$ cat config.mk
export PLATFORM = sky130hd
export DESIGN_NAME = csr_access_unit
export DESIGN_NICKNAME = d
export VERILOG_FILES = /design/src/rtl/csr_access_unit.sv
export SDC_FILE = /design/constraint.sdc
export NUM_CORES = 1
export LEC_CHECK = 0
export ABC_CLOCK_PERIOD_IN_PS = 2870
export CORE_ASPECT_RATIO = 1.2
export CORE_MARGIN = 8
export CORE_UTILIZATION = 50
export DETAILED_ROUTE_END_ITERATION = 6
export PLACE_DENSITY = 0.85
export SYNTH_ARGS = -nofsm -noshare
export SYNTH_HDL_FRONTEND = slang
export SYNTH_SLANG_ARGS = --single-unit
$ cat constraint.sdc
create_clock -name clk -period 2.87 [get_ports clk]
set_input_delay 0.574 -clock clk [delete_from_list [all_inputs] [get_ports clk]]
set_output_delay 0.574 -clock clk [all_outputs]
set_load 0.03 [all_outputs]
$ cat src/rtl/csr_access_unit.sv
// csr_access_unit: sequences one Zicsr instruction (CSRRW/RS/RC and the
// immediate forms) against csregfile in three cycles: IDLE -> READ -> WRITE.
//
// Ports:
//   clk, rst                 clock, synchronous active-high reset
//   req_valid / req_ready    request handshake (ready only in IDLE)
//   req_op, req_imm          operation (01 RW, 10 RS, 11 RC, 00 illegal), source select
//   req_rs1_idx/_data        rs1 index (x0 rule only) and value
//   req_zimm, req_csr_addr   immediate source, target CSR
//   req_rd                   destination GPR
//   csr_raddr / csr_rdata    csregfile read port (read data is combinational)
//   csr_waddr / csr_wdata    csregfile CSR write port (MDISABLE = no write)
//   rd_waddr / rd_wdata      GPR write-back (ZERO_REG = no write)
//   done, illegal            one-cycle pulses in the WRITE cycle
module csr_access_unit #(
    parameter bit          RO_CHECK = 1'b1,
    parameter logic [11:0] MDISABLE = 12'h000
) (
    input  logic        clk,
    input  logic        rst,
    input  logic        req_valid,
    output logic        req_ready,
    input  logic [1:0]  req_op,
    input  logic        req_imm,
    input  logic [4:0]  req_rs1_idx,
    input  logic [31:0] req_rs1_data,
    input  logic [4:0]  req_zimm,
    input  logic [11:0] req_csr_addr,
    input  logic [4:0]  req_rd,
    output logic [11:0] csr_raddr,
    input  logic [31:0] csr_rdata,
    output logic [11:0] csr_waddr,
    output logic [31:0] csr_wdata,
    output logic [4:0]  rd_waddr,
    output logic [31:0] rd_wdata,
    output logic        done,
    output logic        illegal
);

    localparam int unsigned XLEN   = 32;
    localparam int unsigned CSR_AW = 12;
    localparam int unsigned REG_AW = 5;

    localparam logic [REG_AW-1:0] ZERO_REG = REG_AW'(0);

    localparam logic [1:0] OP_ILL = 2'b00;
    localparam logic [1:0] OP_RW  = 2'b01;
    localparam logic [1:0] OP_RS  = 2'b10;
    localparam logic [1:0] OP_RC  = 2'b11;

    typedef enum logic [1:0] {
        IDLE  = 2'd0,
        READ  = 2'd1,
        WRITE = 2'd2
    } state_t;

    state_t state_q, state_d;

    // Latched request fields
    logic [1:0]        op_q, op_d;
    logic              imm_q, imm_d;
    logic [REG_AW-1:0] rs1_idx_q, rs1_idx_d;
    logic [XLEN-1:0]   rs1_data_q, rs1_data_d;
    logic [REG_AW-1:0] zimm_q, zimm_d;
    logic [CSR_AW-1:0] addr_q, addr_d;
    logic [REG_AW-1:0] rd_q, rd_d;

    // Next values of the registered outputs
    logic              req_ready_d;
    logic [CSR_AW-1:0] csr_raddr_d;
    logic [CSR_AW-1:0] csr_waddr_d;
    logic [XLEN-1:0]   csr_wdata_d;
    logic [REG_AW-1:0] rd_waddr_d;
    logic [XLEN-1:0]   rd_wdata_d;
    logic              done_d;
    logic              illegal_d;

    // Datapath decoded from latched fields and the read data
    logic [XLEN-1:0] src_c;
    logic [XLEN-1:0] new_val_c;
    logic            wr_intent_c;
    logic            illegal_c;

    always_comb begin
        src_c = imm_q ? XLEN'(zimm_q) : rs1_data_q;

        unique case (op_q)
            OP_RS:   new_val_c = csr_rdata | src_c;
            OP_RC:   new_val_c = csr_rdata & ~src_c;
            default: new_val_c = src_c;
        endcase

        // Set/clear write only for a nonzero-encoded source (index/zimm, not data)
        wr_intent_c = (op_q == OP_RW) || (imm_q ? (zimm_q != ZERO_REG) : (rs1_idx_q != ZERO_REG));

        illegal_c = (op_q == OP_ILL) ||
                    (RO_CHECK && wr_intent_c && (addr_q[11:10] == 2'b11));
    end

    // Next-state and next-output logic
    always_comb begin
        state_d     = state_q;
        op_d        = op_q;
        imm_d       = imm_q;
        rs1_idx_d   = rs1_idx_q;
        rs1_data_d  = rs1_data_q;
        zimm_d      = zimm_q;
        addr_d      = addr_q;
        rd_d        = rd_q;
        req_ready_d = 1'b0;
        csr_raddr_d = CSR_AW'(0);
        csr_waddr_d = MDISABLE;
        csr_wdata_d = XLEN'(0);
        rd_waddr_d  = ZERO_REG;
        rd_wdata_d  = XLEN'(0);
        done_d      = 1'b0;
        illegal_d   = 1'b0;

        unique case (state_q)
            IDLE: begin
                if (req_valid) begin
                    op_d        = req_op;
                    imm_d       = req_imm;
                    rs1_idx_d   = req_rs1_idx;
                    rs1_data_d  = req_rs1_data;
                    zimm_d      = req_zimm;
                    addr_d      = req_csr_addr;
                    rd_d        = req_rd;
                    csr_raddr_d = req_csr_addr;
                    state_d     = READ;
                end else begin
                    req_ready_d = 1'b1;
                end
            end
            READ: begin
                // Old value is captured here straight into the write-back register
                csr_raddr_d = addr_q;
                done_d      = 1'b1;
                state_d     = WRITE;
                if (illegal_c) begin
                    illegal_d = 1'b1;
                end else begin
                    rd_waddr_d = rd_q;
                    rd_wdata_d = csr_rdata;
                    if (wr_intent_c) begin
                        csr_waddr_d = addr_q;
                        csr_wdata_d = new_val_c;
                    end
                end
            end
            WRITE: begin
                req_ready_d = 1'b1;
                state_d     = IDLE;
            end
            default: begin
                req_ready_d = 1'b1;
                state_d     = IDLE;
            end
        endcase
    end

    // State, latched fields and registered outputs
    always_ff @(posedge clk) begin
        if (rst) begin
            state_q    <= IDLE;
            op_q       <= OP_ILL;
            imm_q      <= 1'b0;
            rs1_idx_q  <= ZERO_REG;
            rs1_data_q <= XLEN'(0);
            zimm_q     <= ZERO_REG;
            addr_q     <= CSR_AW'(0);
            rd_q       <= ZERO_REG;
            req_ready  <= 1'b1;
            csr_raddr  <= CSR_AW'(0);
            csr_waddr  <= MDISABLE;
            csr_wdata  <= XLEN'(0);
            rd_waddr   <= ZERO_REG;
            rd_wdata   <= XLEN'(0);
            done       <= 1'b0;
            illegal    <= 1'b0;
        end else begin
            state_q    <= state_d;
            op_q       <= op_d;
            imm_q      <= imm_d;
            rs1_idx_q  <= rs1_idx_d;
            rs1_data_q <= rs1_data_d;
            zimm_q     <= zimm_d;
            addr_q     <= addr_d;
            rd_q       <= rd_d;
            req_ready  <= req_ready_d;
            csr_raddr  <= csr_raddr_d;
            csr_waddr  <= csr_waddr_d;
            csr_wdata  <= csr_wdata_d;
            rd_waddr   <= rd_waddr_d;
            rd_wdata   <= rd_wdata_d;
            done       <= done_d;
            illegal    <= illegal_d;
        end
    end

endmodule

## Word-level counts from Yosys, hierarchy flattened

Index checks and enable logic that the tools add are counted.

- Register bits: 160
- Input port bits: 97

- Equal/unequal tests: 6
- Multiplexer cells: 11
- Bitwise operators: 5
- Reduce and logical (&&, ||, !) cells: 11

Operators by type and width:

| operator | count |
|---|---|
| $pmux 32 s2 | 1 |
| $and 32x32->32 | 1 |
| $mux 32 | 1 |
| $not 32->32 | 1 |
| $or 32x32->32 | 1 |
| $pmux 12 s2 | 1 |
| $mux 12 | 1 |
| $reduce_bool 5->1 | 2 |
| $eq 2x2->1 const B | 3 |
| $eq 2x1->1 const B | 2 |
| $logic_not 2->1 | 2 |
| $mux 1 | 4 |
| $pmux 2 s2 | 1 |
| $reduce_or 4->1 | 1 |
| $reduce_or 3->1 | 1 |
| $logic_or 1x1->1 | 2 |
| $mux 2 | 1 |
| $ne 2x2->1 const B | 1 |
| $not 1->1 | 2 |
| $pmux 1 s2 | 1 |
| $reduce_and 2->1 | 1 |
| $reduce_or 2->1 | 1 |
| $logic_and 1x1->1 | 1 |

## Longest topological paths before layout

- Word-level depth: 6
- Gate-level depth with buffers: 6

## Least setup slack after synthesis

No wires, ideal clock.

- Path type: flip-flop to flip-flop
- Start: register imm_q
- End: register rd_wdata[15]
- Arrival time: 1619 ps
- Required time: 2804 ps
- Slack: 1185 ps
- Cell stages (with the launch flop): 6
- Clock period less this slack: 1685 ps
- Cells stage by stage: dfxtp_1 -> or4_4 -> o41a_1 -> buf_2 -> buf_6 -> a21oi_2

- Cells in the longest elaborated chain, start to end: 5

Ends and longest elaborated chain:

| what | line | source |
|---|---|---|
| start, declared | 61 | `logic imm_q, imm_d;` |
| start signal, assigned | 184 | `imm_q <= imm_d;` |
| $mux 1 | 94 | `wr_intent_c = (op_q == OP_RW) \|\| (imm_q ? (zimm_q != ZERO_REG) : (rs1_idx_q != ZERO_REG));` |
| $logic_or 1x1->1 | 94 |  |
| $logic_and 1x1->1 | 97 | `(RO_CHECK && wr_intent_c && (addr_q[11:10] == 2'b11));` |
| $logic_or 1x1->1 | 96 | `illegal_c = (op_q == OP_ILL) \|\|` |
| $reduce_or 3->1 (no source line) | -- |  |
| end signal, assigned | 195 | `rd_wdata <= rd_wdata_d;` |
| end, declared | 35 | `output logic [31:0] rd_wdata,` |

No other way between the ends.
A chain may end at the register's enable or synchronous reset.

## Worst setup path in the final report

- Start: register addr_q[10]
- End: register csr_wdata[13]

- Cells in the longest elaborated chain, start to end: 4

Ends and longest elaborated chain:

| what | line | source |
|---|---|---|
| start, declared | 65 | `logic [CSR_AW-1:0] addr_q, addr_d;` |
| start signal, assigned | 188 | `addr_q <= addr_d;` |
| $eq 2x2->1 | 97 |  |
| $logic_and 1x1->1 | 97 |  |
| $logic_or 1x1->1 | 96 |  |
| $reduce_or 4->1 (no source line) | -- |  |
| end signal, assigned | 193 | `csr_wdata <= csr_wdata_d;` |
| end, declared | 33 | `output logic [31:0] csr_wdata,` |

No other way between the ends.

==> metrics.txt <==
clk sink count 160; Setup crit end csr_wdata[13]; Post-synth EDFFs 0; Reg2Reg Setup Slack 0.56 ns; r2r worst-path depth 3; largest cells by area after synthesis dfxtp_1, nand2_1, a21oi_1; Placed Cells around 1000; Seq/Total Area, Yosys 0.525; DR vias/cell about 5.5; area share of the largest cell type after synthesis 0.525; critical path arrival around 2.6 ns; status finished clean; Total Wirelength roughly 19000 um; Slew Limit Fails 0; dpl cell area ~8000 um2; clock-pin slew on the worst setup and hold paths 0.06 ns; Overflow after GRT 0; Slew headroom 0.285; Final #Nets about 950; mux share of post-synthesis cell area 0.0673; worst-path fanout max 27; pin count of the biggest net entering global routing 66; M1 wire length roughly 7000 um; DR pass1 iterations 7; Most Frequent Cell on Critical Path nand2_1; Layout area overhead 42.4%; Cell Chain, Critical Path nand2_1, nand2_1, a2111oi_0; DRT antenna net count 0; RSZ-0062 raised after global routing false; CP peak stage delay around 0.7 ns; CP max stage cell a2111oi_0; IO Pins roughly 190; Synth Area in XOR/XNOR 0; CTS tree built; Worst R2R Start addr_q[10]; max-cap viol count 0; actual slew at the worst max-slew pin between 1 and 1.5 ns; clk buf depth 2; Setup crit start kind flip-flop; post_cts resized 0; PwrDens just over 600 nW/um2; Synth Area in Adders 0; synthesized area just over 6000 um2; wire per inst 18.3 um; Syn Nets between 700 and 800; initial antenna violation count 0; main combinational cell family by area after synthesis simple AND/OR/NAND/NOR gates; DR WL met3 around 1700 um; Critical Path Source addr_q[10]; GRT Total Usage 0.234; Design Area, Final just under 9000 um2; Via Count approximately 5700; ANT cells 0; #FFs+latches synth 160; max layer used met4; final design utilization 0.724; initial core utilization 0.508; RD Place Congestion 0.887; ys async rst share 0; core footprint between 10000 and 15000 um2; first-pass GRT wire length between 20000 and 30000 um; syn_area_per_cell between 8 and 9 um2; final setup vio count 0; hold slack roughly 0.43 ns; Skew-Pair Late Insertion Delay roughly 0.42 ns; routed wl met2 between 9000 and 10000 um; Root Buffer clkbuf_16; Yosys Warn Count 0; CTS Hold Bufs 0; chip width 117 um; r2r endpoint csr_wdata[13]; non-filler cells, final between 1000 and 1500; Hold Crit Class reg2reg; Synth area leader dfxtp_1; H-tree depth 4; Syn Inst Count 692; P_leak slightly below 3 nW; Fill cells 903; Num CTS Buffers 17; vias in the first global route 5617; clock skew roughly 0.0063 ns; CP Class reg2reg; residual DRC count 0; die area approximately 16000 um2; Max Clk Rate between 400 and 500 MHz; Data required, critical path 3.13 ns; Fin. Hold Viols 0; post-synthesis compound-gate area fraction 0.166; Synth Area in Simple Gates 0.197; post-route setup TNS 0 ns; initial detailed-routing violation count roughly 370; library cells used by synthesis 31; Port Buffer Count 192; setup repair bufs after CTS 0; Primary FF master, synth dfxtp_1; min Tclk post-route around 2.3 ns; Max VDD drop approximately 0.41 mV; share of layout cells above drive strength 1 0.125; Die Y-Extent 137 um; final period utilization 0.805; CP Capture Type flip-flop; std cell rows 44; post-DP HPWL between 10000 and 15000 um
cell families (layout without fill, tap and decap cells):
kind of cell	count (synthesis)	after routing
simple gates	273	273
compound gates	160	160
flops	160	160
buf+inv	62	237
mux	37	37
flip-flops by register name, summed over array words and instances, names as in the netlist, 2 cells and up:
name and flops:
state_q 2, csr_raddr 12, addr_q 12, rs1_data_q 32, rd_waddr 5, op_q 2, csr_wdata 32, rd_q 5
csr_waddr 12, rs1_idx_q 5, rd_wdata 32, zimm_q 5
cell usage after synthesis (2+ instances only):
cell	number
a2111oi_0	26
a211oi_1	6
a21oi_1	103
a21oi_2	20
buf_2	5
buf_6	4
clkbuf_1	51
dfxtp_1	160
mux2_2	32
mux2i_1	5
nand2_1	208
nand2b_1	27
nand3_1	12
nand3b_1	12
nor2_1	2
nor3b_1	2
or2_2	3
through the flow:
step / setup WS, ns / total power [mW]
floorplan: 1.18 / 2.74
global placement: 0.609 / 2.99
detailed placement: 0.563 / 3.01
CTS: 0.574 / 5.35
global route: 0.379 / 5.49
finish: 0.560 / 5.32
where the power goes:
part | internal, mW | switching (mW)
clock | 1.46 | 0.888
sequential | 2.30 | 0.0479
combinational | 0.283 | 0.346
layout by cell type, fill, tap and decap left out, drive strengths merged:
cell,n
o2bb2ai,1
nand3,12
a21oi,123
or3b,1
o22ai,1
and3,1
o41a,1
a211oi,6
nand2,208
o221ai,1
mux2i,5
o21bai,1
or3,1
nand3b,12
or4,1
inv,2
a2111oi,26
buf,13
clkdlybuf4s50,191
bufinv,4
clkbuf,19
clkinv,5
or2,3
nor2,2
and2,1
or4b,1
dfxtp,160
nand2b,27
nor3b,3
clkinvlp,3
mux2,32
worst max-delay path: cells and delay by family, from the launching register on:
kind / cells / cell delay, ns
AND/OR/NAND/NOR: 2 / 1.09
AO/OA/AOI/OAI: 1 / 0.68
flip-flops: 1 / 0.37
area by class of cell:
type / count / area [um2] / share of cell area
clock buffer: 19 / 433 / 0.0498
clock inverter: 13 / 188 / 0.0216
inverter: 1 / 3.75 / 0.000432
multi-input combinational: 470 / 2650 / 0.305
sequential: 160 / 3200 / 0.369
tap: 161 / 201 / 0.0232
timing repair buffer: 204 / 2010 / 0.231
how the worst min path moves through the flow:
| stage | cells past startpoint | to | slack [ns] | from |
|---|---|---|---|---|
| floorplan | 2 | rd_waddr[4] | 0.41 | rd_q[4] |
| global placement | 2 | rd_waddr[4] | 0.42 | rd_q[4] |
| detailed placement | 2 | rd_waddr[4] | 0.42 | rd_q[4] |
| CTS | 2 | rd_waddr[4] | 0.44 | rd_q[4] |
| global route | 2 | rd_waddr[3] | 0.47 | rd_q[3] |
| finish | 2 | rd_waddr[4] | 0.43 | rd_q[4] |
metal layers:
metal,vias up,global-route usage
met5,-,0
met4,0,0.103
met3,47,0.0751
met2,257,0.412
met1,2699,0.249
li1,2669,-
(Power assumes the default switching activity.)
